`src/rtl/breakout_pkg.sv`:
```
// Shared breakout definitions: brick-wall geometry, palette and brick-field state encoding.
package breakout_pkg;

  localparam int NUM_X      = 14;
  localparam int NUM_Y      = 4;
  localparam int BRICK_W    = 40;
  localparam int BRICK_H    = 20;
  localparam int SPACING    = 5;
  localparam int START_X    = 152;
  localparam int START_Y    = 150;
  localparam int NUM_BRICKS = NUM_X * NUM_Y;

  localparam logic [11:0] BLACK  = 12'h000;
  localparam logic [11:0] WHITE  = 12'hFFF;
  localparam logic [11:0] RED    = 12'hF00;
  localparam logic [11:0] ORANGE = 12'hF80;
  localparam logic [11:0] YELLOW = 12'hFF0;
  localparam logic [11:0] GREEN  = 12'h0F0;

  typedef enum logic [1:0] {
    PLAY   = 2'd0,
    FLASH  = 2'd1,
    REFILL = 2'd2
  } brick_state_t;

  function automatic logic [11:0] row_colour(input logic [1:0] row);
    case (row)
      2'd0:    return RED;
      2'd1:    return ORANGE;
      2'd2:    return YELLOW;
      default: return GREEN;
    endcase
  endfunction

endpackage

```
`src/rtl/brick_locator.sv`:
```
// Pure combinational hit-test of a screen coordinate against the brick grid.
module brick_locator
  import breakout_pkg::*;
(
  input  logic [9:0] hCount,
  input  logic [9:0] vCount,
  output logic       in_brick,
  output logic [1:0] row,
  output logic [3:0] col
);

  logic [NUM_X-1:0] col_hit;
  logic [NUM_Y-1:0] row_hit;

  // Every brick edge is a constant, so each column/row is a pair of compares.
  for (genvar gi = 0; gi < NUM_X; gi++) begin : g_col
    localparam int LEFT = START_X + gi * (BRICK_W + SPACING);
    assign col_hit[gi] = (hCount >= 10'(LEFT)) && (hCount < 10'(LEFT + BRICK_W));
  end

  for (genvar gi = 0; gi < NUM_Y; gi++) begin : g_row
    localparam int TOP = START_Y + gi * (BRICK_H + SPACING);
    assign row_hit[gi] = (vCount >= 10'(TOP)) && (vCount < 10'(TOP + BRICK_H));
  end

  always_comb begin
    col = '0;
    row = '0;
    for (int i = 0; i < NUM_X; i++) if (col_hit[i]) col = 4'(i);
    for (int i = 0; i < NUM_Y; i++) if (row_hit[i]) row = 2'(i);
    in_brick = (|col_hit) && (|row_hit);
  end

endmodule

```
`src/rtl/brick_field.sv`:
```
// Brick-wall state: visibility mask, hit handling, pixel rendering and the
// flash-then-refill sequence that follows a cleared level.
module brick_field
  import breakout_pkg::*;
#(
  parameter int FLASH_FRAMES = 60,
  parameter int BLINK_SHIFT  = 3
) (
  input  logic                  clk,
  input  logic                  rst,
  input  logic [9:0]            hCount,
  input  logic [9:0]            vCount,
  input  logic                  hit_valid,
  input  logic [5:0]            hit_idx,
  output logic [NUM_BRICKS-1:0] visible,
  output logic                  brick_on,
  output logic [11:0]           brick_pixel,
  output logic [5:0]            bricks_left,
  output logic                  level_clear
);

  localparam int FC_W = $clog2(FLASH_FRAMES);

  brick_state_t          state_reg, state_next;
  logic [FC_W-1:0]       frame_cnt_reg, frame_cnt_next;
  logic [NUM_BRICKS-1:0] visible_reg, visible_next;
  logic [5:0]            bricks_left_reg, bricks_left_next;
  logic                  level_clear_reg;
  logic                  brick_on_reg;
  logic [11:0]           brick_pixel_reg;

  logic [63:0] vis_ext;
  logic        frame_start;
  logic        hit_accept;
  logic        in_brick;
  logic [1:0]  loc_row;
  logic [3:0]  loc_col;
  logic [5:0]  pix_idx;
  logic        draw_next;
  logic [11:0] colour_next;

  brick_locator u_locator (
    .hCount   (hCount),
    .vCount   (vCount),
    .in_brick (in_brick),
    .row      (loc_row),
    .col      (loc_col)
  );

  // Zero-padded so any 6-bit index reads safely; padding bits read as absent.
  assign vis_ext     = {{(64 - NUM_BRICKS){1'b0}}, visible_reg};
  assign frame_start = (hCount == 10'd0) && (vCount == 10'd0);
  assign hit_accept  = (state_reg == PLAY) && hit_valid &&
                       (hit_idx < 6'(NUM_BRICKS)) && vis_ext[hit_idx];

  always_comb begin
    state_next       = state_reg;
    frame_cnt_next   = frame_cnt_reg;
    visible_next     = visible_reg;
    bricks_left_next = bricks_left_reg;
    case (state_reg)
      PLAY: begin
        if (hit_accept) begin
          visible_next     = visible_reg & ~(NUM_BRICKS'(1) << hit_idx);
          bricks_left_next = bricks_left_reg - 6'd1;
          if (bricks_left_reg == 6'd1) begin
            state_next     = FLASH;
            frame_cnt_next = '0;
          end
        end
      end
      FLASH: begin
        if (frame_start) begin
          if (frame_cnt_reg == FC_W'(FLASH_FRAMES - 1)) state_next = REFILL;
          else frame_cnt_next = frame_cnt_reg + FC_W'(1);
        end
      end
      REFILL: begin
        state_next       = PLAY;
        visible_next     = '1;
        bricks_left_next = 6'(NUM_BRICKS);
      end
      default: state_next = PLAY;
    endcase
  end

  always_comb begin
    pix_idx     = 6'(int'(loc_row) * NUM_X + int'(loc_col));
    draw_next   = in_brick && ((state_reg == FLASH) ? !frame_cnt_reg[BLINK_SHIFT-1]
                                                    : vis_ext[pix_idx]);
    colour_next = (state_reg == FLASH) ? WHITE : row_colour(loc_row);
  end

  always_ff @(posedge clk) begin
    if (rst) begin
      state_reg       <= PLAY;
      frame_cnt_reg   <= '0;
      visible_reg     <= '1;
      bricks_left_reg <= 6'(NUM_BRICKS);
      level_clear_reg <= 1'b0;
      brick_on_reg    <= 1'b0;
      brick_pixel_reg <= BLACK;
    end else begin
      state_reg       <= state_next;
      frame_cnt_reg   <= frame_cnt_next;
      visible_reg     <= visible_next;
      bricks_left_reg <= bricks_left_next;
      level_clear_reg <= (state_next == FLASH) && (state_reg != FLASH);
      brick_on_reg    <= draw_next;
      brick_pixel_reg <= draw_next ? colour_next : BLACK;
    end
  end

  assign visible     = visible_reg;
  assign bricks_left = bricks_left_reg;
  assign level_clear = level_clear_reg;
  assign brick_on    = brick_on_reg;
  assign brick_pixel = brick_pixel_reg;

endmodule

```
`config.mk`:
```
export PLATFORM = sky130hd
export DESIGN_NAME = brick_field
export DESIGN_NICKNAME = d
export VERILOG_FILES = /design/src/rtl/breakout_pkg.sv /design/src/rtl/brick_locator.sv /design/src/rtl/brick_field.sv
export SDC_FILE = /design/constraint.sdc
export NUM_CORES = 1
export LEC_CHECK = 0
export BUFFER_PORTS_ARGS = -buffer_cell sky130_fd_sc_hd__buf_2
export CELL_PAD_IN_SITES_DETAIL_PLACEMENT = 1
export CELL_PAD_IN_SITES_GLOBAL_PLACEMENT = 2
export CORE_MARGIN = 1.5
export CORE_UTILIZATION = 33
export CTS_BUF_LIST = sky130_fd_sc_hd__clkbuf_4
export DETAILED_ROUTE_END_ITERATION = 6
export GPL_TIMING_DRIVEN = 0
export PLACE_DENSITY = 0.79
export RECOVER_POWER = 100
export REMOVE_ABC_BUFFERS = 1
export SLEW_MARGIN = 20
export SYNTH_ARGS = -nofsm -noshare
export SYNTH_HDL_FRONTEND = slang
export SYNTH_SLANG_ARGS = --single-unit
```
`constraint.sdc`:
```
create_clock -name clk -period 5 [get_ports clk]
set_input_delay 0.5 -clock clk [delete_from_list [all_inputs] [get_ports clk]]
set_output_delay 0.5 -clock clk [all_outputs]
set_load 0.02 [all_outputs]
```
; Word level (Yosys, flattened, before mapping)
; Cells that the tools add are included.
[totals]
reg_bits = 84
in_bits = 29
[op_classes]
n_lt_le_gt_ge = 39
add_sub_neg = 3
multipliers = 1
mux = 37
n_reduce_logical = 37
n_eq_ne = 12
bitwise = 3
n_shift = 1
[op_table]
columns = operator, count
row1 = one-hot mux 56 bit (2 select lines), 1
row2 = "greater-or-equal comparator 10 x 8 -> 1 bit, second input constant", 7
row3 = "greater-or-equal comparator 10 bit, second input constant", 6
row4 = "< comparator 10 bit, second input constant", 6
row5 = "< comparator 10 x 8 -> 1 bit, second input constant", 6
row6 = "< comparator 10 x 9 -> 1 bit, second input constant", 6
row7 = AND 56 bit, 1
row8 = two-way mux 56 bit, 1
row9 = inverter 56 bit, 1
row10 = "<< shifter 1 x 6 -> 56 bit, first input constant", 1
row11 = "greater-or-equal comparator 10 x 9 -> 1 bit, second input constant", 5
row12 = one-hot mux 12 bit (3 select lines), 1
row13 = two-way mux 6 bit, 5
row14 = logical AND 1 bit, 25
row15 = two-way mux 4 bit, 6
row16 = one-hot mux 6 bit (2 select lines), 2
row17 = logical NOT 10 bit, 2
row18 = two-way mux 2 bit, 8
row19 = "< comparator 6 x 7 -> 1 bit, second input constant", 2
row20 = OR reduction 14 bit, 1
row21 = binary-select mux 1 bit (select 6 bit), 2
row22 = two-way mux 12 bit, 1
row23 = two-way mux 3 bit, 4
row24 = "adder 6 x 1 -> 6 bit, second input constant", 1
row25 = 20 further kinds, 32

; Longest topological paths before layout
; Gate-level depths: netlist of run 1.
[logic_depth]
depth_word = 22
ltp_mapped = 18
depth_no_buf = 17

; Cells and area by module
; Synthesis of run 1 repeated with hierarchy kept, for this count alone.
[hier_totals]
cells_unflattened = 553
area_unflattened_um2 = 5024.8
[modules_own_cells]
columns = module, seq_area_each_um2, cells_per_inst, instances, area_each_um2
row1 = brick_field, 1521.5, 428, 1, 4259.1
row2 = brick_locator, 0.0, 125, 1, 765.7

; Worst setup path before layout of run 1
; OpenSTA, ideal clock, no wires.
[synth_path]
path_type = input to register
from = in hCount[1]
to = reg brick_pixel_reg[10] (netlist: brick_pixel[10])
t_arrival_ns = 4.034
cell_stages = 17
setup_slack_ns = 0.881
setup_ns = 0.086
path_buffers = 2
cell_sequence = buf_2 -> or2_1 -> a31oi_1 -> and3b_1 -> a311oi_1 -> nand3_1 -> ha_1 -> fa_1 -> clkbuf_1 -> inv_1 -> nor2_1 -> nand2_1 -> a211oi_1 -> a21oi_1 -> a31o_2 -> o32a_2 -> a211oi_1
[synth_between]
elab_chain_len = 22
word_cells_on_any_way = 64
cone_classes = add/sub (1) / order compare (28) / mux (16) / bitwise (1) / reduce/logical (18)
[synth_lines]
columns = element, line
row1 = from (decl), brick_field.sv:11  ; input logic [9:0] hCount,
row2 = greater-or-equal comparator 10 x 8 -> 1 bit or < comparator 10 x 8 -> 1 bit (tied branches), brick_locator.sv:18  ; assign col_hit[gi] = (hCount >= 10'(LEFT)) && (hCount < 10'(LEFT + BRICK_W));
row3 = logical AND 1 bit, brick_locator.sv:18
row4 = two-way mux 1 bit, brick_locator.sv:29  ; for (int i = 0; i < NUM_X; i++) if (col_hit[i]) col = 4'(i);
row5 = two-way mux 2 bit (2 in series), brick_locator.sv:29
row6 = two-way mux 3 bit (4 in series), brick_locator.sv:29
row7 = two-way mux 4 bit (6 in series), brick_locator.sv:29
row8 = adder 6 x 4 -> 6 bit, brick_field.sv:88  ; pix_idx = 6'(int'(loc_row) * NUM_X + int'(loc_col));
row9 = binary-select mux 1 bit (select 6 bit), brick_field.sv:90  ; : vis_ext[pix_idx]);
row10 = two-way mux 1 bit (implied by the code), brick_field.sv:90
row11 = two-way mux 1 bit, brick_field.sv:89  ; draw_next = in_brick && ((state_reg == FLASH) ? !frame_cnt_reg[BLINK_SHIFT-1]
row12 = logical AND 1 bit (*), brick_field.sv:89
row13 = inverter 1 bit (no line) (*), -
row14 = OR reduction 2 bit (no line) (*), -
row15 = to (signal assigned), brick_field.sv:110  ; brick_pixel_reg <= draw_next ? colour_next : BLACK;
row16 = to (decl), brick_field.sv:30  ; logic [11:0] brick_pixel_reg;
; Mark *: on every way between the ends. The rest lies on a longest branch, timed or not. The select of a mux whose other input is x is not followed.
; A chain may end at the register's enable or synchronous reset.

; Worst setup path in the final report of run 1
[layout_path]
from = in hCount[8]
to = reg brick_pixel_reg[7] (netlist: brick_pixel[7])
; The elaborated chain is that of the path after synthesis.

==> out/results.ini, run 1 <==
[finish]
area_growth_pct = 12.3
fin_util = 0.383
largest_reg_flops = 56
antennaDiodeCount = 0
final_area_um2 = 5380
drive_gt1_frac = 0.134
nets = 687
layout.cells.non_filler = 831

[placed_design]
place.gp.congestion = 0.871
place_area_um2 = 5360
portBuffers = 104
dp_hpwl_mm = 12.3
place_inst = 817

[hold_path]
worstHoldPathType = in2reg

[sta]
finalCritPeriodShare = 0.906
setup_tns_ns = 0
skew_ns = 0.0296
slew_headroom = -0.0829
rsz0062_at_grt = false
timing.final.hold_violations = 0
finalSetupViolCount = 0
fin_crit_ns = 4.53
tightest_slew_ns = 1.62
max_freq_mhz = 221
report.final.slew_viol_count = 23

[floorplan]
die_y_um = 123
rows = 43
die_area_um2 = 15200
io_pins = 105
core-area_um2 = 14000
die_x_um = 123
start_util = 0.341

[clock_network]
clockRootBuffer = clkbuf_4
numCtsBuffers = 9
cts_setup_buffers = 0
clk_path_buf_depth = 2
cts_sinks = 76
cts_tree = yes
clock_latency_ns = 0.47
clk_pin_slew_worst_paths_ns = 0.11
htree_num_levels = 3

[worst_setup_path]
timing.rr.end = visible[24]
crit_end = brick_pixel[7]
crit_required_ns = 5.36
r2r_cells = 9
worstPathArrival_ns = 4.89
r2r_start = visible[7]
end_kind = flip-flop
start_kind = primary input
cp_max_fo = 9
r2r_slack_ns = 1.47
crit_type = in2reg
startpoint = hCount[8]

[outcome]
outcome = finished with violations
violations = capacitance limit, slew limit

[global_routing]
grt_pass1_wl_mm = 26.4
grt_use_total = 0.229
grt_overflow = 0
grt_start_max_net_pins = 34
grt_pass1_vias = 4914
antenna_found_initial = 0

[synthesis]
synth_top_area_frac = 0.318
syn_area_um2 = 4790
synthFlopType = dfxtp_1
synth_common_cells = nand2_1 (95), dfxtp_1 (76), o21ai_0 (55)
ys_seq_elements = 76
async_flop_share = 0
synthCells = 574
yosysMostFrequentCell = nand2_1
synth_edf_count = 0
yosysWarnings = 0
yosys.area.top_type = dfxtp_1
syn_avg_cell_area_um2 = 8.35
seq_area_frac_synth = 0.318
ys_types = 72
ys_top_cells_by_area = dfxtp_1 (32%), mux4_2 (9.4%), nand2_1 (7.4%), o21ai_0 (5.7%), ha_1 (2.4%)

[drt]
met2_length_mm = 8.23
drt-initial-drc-count = 359
viasPerCell = 5.80
ant_nets = 0
wl_met1_mm = 7.36
met3_length_um = 831
first_pass_iters = 4
wl_per_cell_um = 20.2
drc = 0
top_layer = met4
wirelength_mm = 16.8
vias = 4817

[job]
cap_violations = 1

[pwr]
max-vdd-ir-drop_v = 0.000129
leakagePower_nw = 1.89
p_per_area_nw_per_um2 = 240

metrics by stage:
step / worst slack (ns) / power, mW / hold slack, ns
after floorplan: 1.07 / 0.812 / 0.458
after global placement: -0.0261 / 0.918 / 0.477
after detailed placement: -0.0353 / 0.932 / 0.487
after CTS: 0.446 / 1.30 / 0.316
after global routing: 0.121 / 1.36 / 0.336
final: 0.470 / 1.29 / 0.348
layout by cell type, fill, tap and decap left out, types with 5 or more instances in the layout:
cell and count:
clkbuf_1 77, nor2b_1 8, nor2_1 28, a31oi_1 13, a211oi_1 8, inv_1 17
o21ai_0 63, nand3_1 16, nand2_1 95, or3_1 6, mux4_2 20, o31ai_1 10
nor4_1 6, a22oi_1 5, mux2i_1 6, buf_2 26, nand2b_1 7, nand3b_1 5
a21oi_1 11, dfxtp_1 76, xnor2_1 6, clkbuf_4 9, o21a_1 5, nor3_1 12
or2_2 6, ha_1 9, nand4_1 11, xor2_1 6, and2_1 5
cell families after synthesis:
kind of cell               synth area share
and+or+nand+nor                       0.247
AOI/OAI and AO/OA                     0.204
DFF                                   0.318
buffers and inverters                0.0624
muxes                                 0.119
xor gates and xnor gates             0.0219
adders and majority gates            0.0277
timing repair:
| action | in CTS | in global routing |
|---|---|---|
| hold buffers | 0 | 0 |
| endpoints found under the setup margin | 0 | 1 |
| gates resized for setup | 0 | 1 |
layer usage:
layer | vias up | track usage
met3 | 24 | 0.0452
met4 | 0 | 0.0797
met2 | 137 | 0.387
li1 | 2251 | -
met5 | - | 0
met1 | 2405 | 0.290
power breakdown:
part	switching (mW)	internal, mW	total [mW]
sequential	0.00963	0.614	0.623
clock	0.228	0.145	0.373
combinational	0.193	0.101	0.295
total	0.430	0.861	1.29
how the worst min path moves through the flow:
stage / start / end / slack, ns / cells after the start
finish: rst / frame_cnt_reg[0] / 0.35 / 2
CTS: rst / frame_cnt_reg[1] / 0.32 / 2
global placement: visible[14] / visible[14] / 0.48 / 2
global route: rst / frame_cnt_reg[0] / 0.34 / 2
floorplan: frame_cnt_reg[5] / frame_cnt_reg[5] / 0.46 / 2
detailed placement: visible[11] / visible[11] / 0.49 / 2
cell type report:
| cell class | instances | area, µm² |
|---|---|---|
| clock inverters | 5 | 55.1 |
| repair buffers | 106 | 472 |
| fillers | 1765 | 8660 |
| flip-flops and latches | 76 | 1520 |
| multi-input cells | 438 | 2970 |
| well taps | 180 | 225 |
| clock buffers | 9 | 67.6 |
| inverters | 17 | 63.8 |
worst max-delay path, stage by stage:
cell and delay [ns]:
clkbuf_2 0.17, nor2b_1 0.32, nand4b_1 0.23, o211ai_1 0.37, a21boi_0 0.35, nand4b_1 0.24, fa_1 0.81, inv_1 0.22
nor2_2 0.43, a222oi_1 0.20, a31oi_1 0.19, a2111oi_0 0.10, o32a_1 0.46, a211oi_1 0.28
Note: power is estimated with default switching activity, not from simulation.
==> run 2: changes to the inputs <==
Settings changed: BUFFER_PORTS_ARGS -buffer_cell sky130_fd_sc_hd__buf_2 to -buffer_cell sky130_fd_sc_hd__buf_4, CORE_ASPECT_RATIO from default to 1.25.
==> run 2 against run 1 <==
Effect of this change:
- the flow still finishes with violations (capacitance limit, slew limit)
- highest routed layer unchanged
- sequential share of layout area decreased by 0.34 points
- cell area increased by 1.2%
- largest cell class unchanged
- final cell count unchanged
- clock skew decreased by 0.011 ns
- worst setup slack got worse by 0.058 ns
- critical path depth decreased by 4
- combinational power about the same
- global-route usage decreased by 0.73 points
- sequential power about the same
==> out/results.ini, run 2 (synthesized netlist as in run 1, its figures left out) <==
[hold_path]
worstHoldPathType = in2reg

[placed_design]
dp_hpwl_mm = 12.8
place.gp.congestion = 0.845
portBuffers = 104
dpl_worst_slack_ns = -0.0155

[global_routing]
grt_use_total = 0.221
grt_overflow = 0
grt_start_max_net_pins = 36
grt_pass1_wl_mm = 26.9
grt_pass1_vias = 4932
antenna_found_initial = 1

[drt]
drt-initial-drc-count = 243
ant_nets = 0
drc = 0
viasPerCell = 5.82
first_pass_iters = 5
wirelength_mm = 17.0
wl_per_cell_um = 20.4
vias = 4835

[clock_network]
clk_pin_slew_worst_paths_ns = 0.13
cts_resized = 0
clock_latency_ns = 0.45
cts_tree = yes
clk_path_buf_depth = 2
ctsHoldBuffers = 0
numCtsBuffers = 9
clockRootBuffer = clkbuf_4
cts_sinks = 76
htree_num_levels = 3
cts_setup_buffers = 0

[sta]
skew_ns = 0.0186
whs_ns = 0.293
report.final.slew_viol_count = 23
finalSetupViolCount = 0
timing.final.hold_violations = 0
finalCritPeriodShare = 0.918
slew_headroom = -0.0353
rsz0062_at_grt = false
fin_crit_ns = 4.59
setup_ws_ns = 0.412
max_freq_mhz = 218
tightest_slew_ns = 1.55

[worst_setup_path]
start_kind = primary input
crit_chain = clkbuf_1, mux4_2, mux4_2, mux2_2, o21ai_0, a21o_1, and2_0, or2_1, o21ai_0, nand2_1
crit_type = in2reg
crit_buf_inv = 1
crit_required_ns = 5.40
worstPathArrival_ns = 4.98
crit_family = multiplexers
end_kind = flip-flop
crit_slowest_cell = clkbuf_1
cp_max_fo = 22
max_stage_delay_ns = 1.10

[pwr]
p_per_area_nw_per_um2 = 242
max-vdd-ir-drop_v = 0.000106
leakagePower_nw = 1.91

[floorplan]
die_x_um = 111
die_y_um = 138
start_util = 0.335
io_pins = 105
die_area_um2 = 15300
core-area_um2 = 14300
rows = 49

[outcome]
outcome = finished with violations
violations = capacitance limit, slew limit

[finish]
largest_reg_flops = 56
fin_util = 0.381
nets = 686
drive_gt1_frac = 0.138
final_cell_mix = nand2_1 (95), clkbuf_1 (77), dfxtp_1 (76)
num-fill-cells = 1777
final_common_cell = nand2_1
area_growth_pct = 13.6

[job]
cap_violations = 1

-- run 2: path summary, 6_finish.rpt --
path | start | end | slack [ns] | cells after the start
min reg2reg | visible[25] | visible[25] | 0.51 | 2
max | hit_idx[0] | visible[24] | 0.41 | 10
max reg2reg | visible[14] | visible[24] | 1.34 | 9
min | rst | frame_cnt_reg[0] | 0.29 | 2
-- run 2: final cells by class --
class | count | area, µm² | share of cell area
Multi-Input combinational cell | 438 | 2980 | 0.547
Timing Repair Buffer | 105 | 512 | 0.0940
Tap cell | 178 | 223 | 0.0409
Inverter | 17 | 63.8 | 0.0117
Antenna cell | 1 | 2.50 | 0.000460
Sequential cell | 76 | 1520 | 0.279
Clock inverter | 7 | 76.3 | 0.0140
Clock buffer | 9 | 67.6 | 0.0124
-- run 2: per-layer routing --
| metal | track usage | vias to the layer above | part of all wire |
|---|---|---|---|
| met1 | 0.272 | 2394 | 0.43 |
| met3 | 0.0308 | 29 | 0.045 |
| met5 | 0 | - | 0 |
| li1 | - | 2254 | - |
| met2 | 0.396 | 158 | 0.50 |
| met4 | 0.0819 | 0 | 0.026 |
-- run 2: power breakdown --
part	leakage (nW)	total, mW	switching [mW]	internal (mW)
Clock	0.0778	0.400	0.244	0.155
Combinational	1.22	0.295	0.189	0.106
Sequential	0.616	0.624	0.00987	0.614
-- run 2: metrics by stage --
step	std cells	total power [mW]	TNS, ns	cell area, µm²
final	831	1.32	0	5440
after CTS	830	1.34	0	5730
after floorplan	531	0.812	0	4560
after global routing	831	1.39	0	5440
after global placement	813	0.928	0	5560
after detailed placement	814	0.937	-0.0155	5590
==> run 3: changes to the inputs <==
Settings changed: CORE_UTILIZATION 33 to 34, PLACE_DENSITY 0.79 to default, PLACE_DENSITY_LB_ADDON from default to 0.12, SYNTH_HIERARCHICAL from default to 1.
==> run 3 against run 2 <==
Effect of this change:
- the flow now finishes without violations
- combinational power down 6%
- clock-buffer cell count is 1 higher
- non-clock buffer count is 2 higher
- critical path depth is 1 higher
- total power shrank 0.99%
- sequential power is 0.6% higher
- utilization up 1.1 points
- wire length is 0.59% higher
- synthesized cell count decreased by 3.7%
- die area grew 1.8%
- via count grew 1.2%
- final cell count decreased by 2.9%
==> out/results.ini, run 3 <==
[outcome]
outcome = finished, final reports clean

[synthesis]
synth_top_area_frac = 0.303
synth.area.mux_share = 0.147
synth_edf_count = 0
syn_area_um2 = 5020
seq_area_frac_synth = 0.303
ys_top_cells_by_area = dfxtp_1 (30%), mux4_2 (9.4%), o32a_1 (6.0%), nor2_1 (3.4%), nand2_1 (3.2%)
synthFlopType = dfxtp_1
ys_seq_elements = 76
synth-compound-area-share = 0.228
synth_top_family_by_area = compound AO/OA/AOI/OAI gates
syn_avg_cell_area_um2 = 9.09
yosysMostFrequentCell = dfxtp_1
synth_xor_area_frac = 0.00872
yosys.area_share.simple = 0.217
async_flop_share = 0
synthCells = 553
yosys.area_share.adder = 0.0314
ys_types = 80
yosysWarnings = 6
synth_common_cells = dfxtp_1 (76), nor2_1 (46), nand2_1 (43)
yosys.area.top_type = dfxtp_1

[finish]
drive_gt1_frac = 0.131
final_cell_mix = clkbuf_1 (78), dfxtp_1 (76), nor2_1 (46)
final_area_um2 = 5650
layout.cells.non_filler = 807
nets = 664
largest_reg_flops = 56
final_common_cell = clkbuf_1
area_growth_pct = 12.4

[clock_network]
htree_num_levels = 3
clk_pin_slew_worst_paths_ns = 0.13
clockRootBuffer = clkbuf_4
numCtsBuffers = 9
cts_sinks = 76
cts_resized = 0
clk_path_buf_depth = 2
cts_setup_buffers = 0
ctsHoldBuffers = 0
clock_latency_ns = 0.47
cts_tree = yes

[sta]
setup_ws_ns = 0.723
finalCritPeriodShare = 0.855
timing.final.hold_violations = 0
report.final.slew_viol_count = 0
slew_headroom = 0.224
tightest_slew_ns = 1.16
rsz0062_at_grt = false
max_freq_mhz = 234
finalSetupViolCount = 0
skew_ns = 0.0299
fin_crit_ns = 4.28

[drt]
wirelength_mm = 17.1
wl_per_cell_um = 21.2
viasPerCell = 6.06
drt-initial-drc-count = 238
ant_nets = 0
drc = 0
vias = 4892
first_pass_iters = 4

[floorplan]
die_x_um = 112
rows = 49
core-area_um2 = 14400
start_util = 0.349
io_pins = 105
die_area_um2 = 15500
die_y_um = 139

[global_routing]
grt_overflow = 0
grt_start_max_net_pins = 44
grt_pass1_wl_mm = 27.1
grt_use_met1 = 0.276
grt_use_total = 0.219
grt_pass1_vias = 4984
gr-usage-met2 = 0.383
met3_usage = 0.0302
grt_busiest_layer = met2
antenna_found_initial = 1

[worst_setup_path]
r2r_slack_ns = 1.66
r2r_cells = 6
end_kind = flip-flop
crit_type = in2reg
r2r_start = state_reg[0]
crit_end = brick_on
start_kind = primary input
crit_required_ns = 5.33
cp_max_fo = 15
startpoint = hCount[5]
timing.rr.end = visible[24]
worstPathArrival_ns = 4.60

[placed_design]
portBuffers = 104
place_inst = 790
place_area_um2 = 5810
dpl_worst_slack_ns = 0.402
dp_hpwl_mm = 12.6
place.gp.congestion = 0.870

[pwr]
p_int_mw = 0.868
pwr-share-seq = 0.481
p_sw_frac = 0.335
p_sw_mw = 0.438
p_per_area_nw_per_um2 = 231
pwr-share-clk = 0.308
combPwrFrac = 0.212
max-vdd-ir-drop_v = 0.000119
leakagePower_nw = 1.83

[hold_path]
worstHoldPathType = in2reg

[job]
cap_violations = 0

run 3: cell types whose count changed after synthesis, sizes merged, moves of 7 or more:
cell and change:
nor2 +16, nand2 -53, or2 -7, o32a +28, nand4 -7, o21ai -48, a21oi +13, a31oi +8
run 3: metrics by stage:
| step | utilization | TNS (ns) | power, mW | hold WS (ns) |
|---|---|---|---|---|
| final | 0.392 | 0 | 1.31 | 0.326 |
| after global routing | 0.392 | 0 | 1.37 | 0.342 |
| after CTS | 0.413 | 0 | 1.33 | 0.308 |
| after detailed placement | 0.403 | 0 | 0.929 | 0.479 |
| after global placement | 0.400 | -0.221 | 0.918 | 0.471 |
| after floorplan | - | 0 | 0.798 | 0.470 |
run 3: worst min path at each step:
stage	from	cells past startpoint	slack, ns	endpoint
4_1_cts	rst	2	0.31	frame_cnt_reg[5]
6_report	rst	2	0.33	frame_cnt_reg[5]
3_3_place_gp	visible[51]	2	0.47	visible[51]
3_5_place_dp	visible[51]	2	0.48	visible[51]
5_1_grt	rst	2	0.34	frame_cnt_reg[5]
2_1_floorplan	frame_cnt_reg[5]	2	0.47	frame_cnt_reg[5]
run 3: cell type report:
type / instances / area, µm²
fillers: 1744 / 8760
multi-input cells: 411 / 3170
flip-flops and latches: 76 / 1520
repair buffers: 107 / 527
well taps: 178 / 223
clock buffers: 10 / 75.1
inverters: 18 / 67.6
clock inverters: 6 / 63.8
diodes: 1 / 2.50
run 3: power by group through the flow:
stage / registers, mW / clock network [mW] / logic [mW]
2_1_floorplan: 0.650 / 0 / 0.148
3_3_place_gp: 0.641 / 0 / 0.278
3_5_place_dp: 0.642 / 0 / 0.288
4_1_cts: 0.628 / 0.413 / 0.289
5_1_grt: 0.630 / 0.438 / 0.299
6_report: 0.628 / 0.402 / 0.276
run 3: cells by family after synthesis:
logic type | count (synthesis)
xor gates and xnor gates | 5
and+or+nand+nor | 203
adders and majority gates | 12
buffers and inverters | 66
muxes | 39
DFF | 76
AOI/OAI and AO/OA | 152
run 3: metal layers:
metal / up-vias / part of all wire
li1: 2305 / -
met3: 19 / 0.041
met1: 2426 / 0.44
met2: 142 / 0.50
met4: 0 / 0.017
met5: - / 0
run 3: critical path: stages:
cell	delay [ns]
buf_4	0.17
nor3_1	0.59
and3_1	0.25
a21o_1	0.11
a221oi_1	0.11
nand4_1	0.51
clkbuf_1	0.62
mux4_2	0.65
mux4_2	0.48
a21boi_0	0.44
o21ai_0	0.16
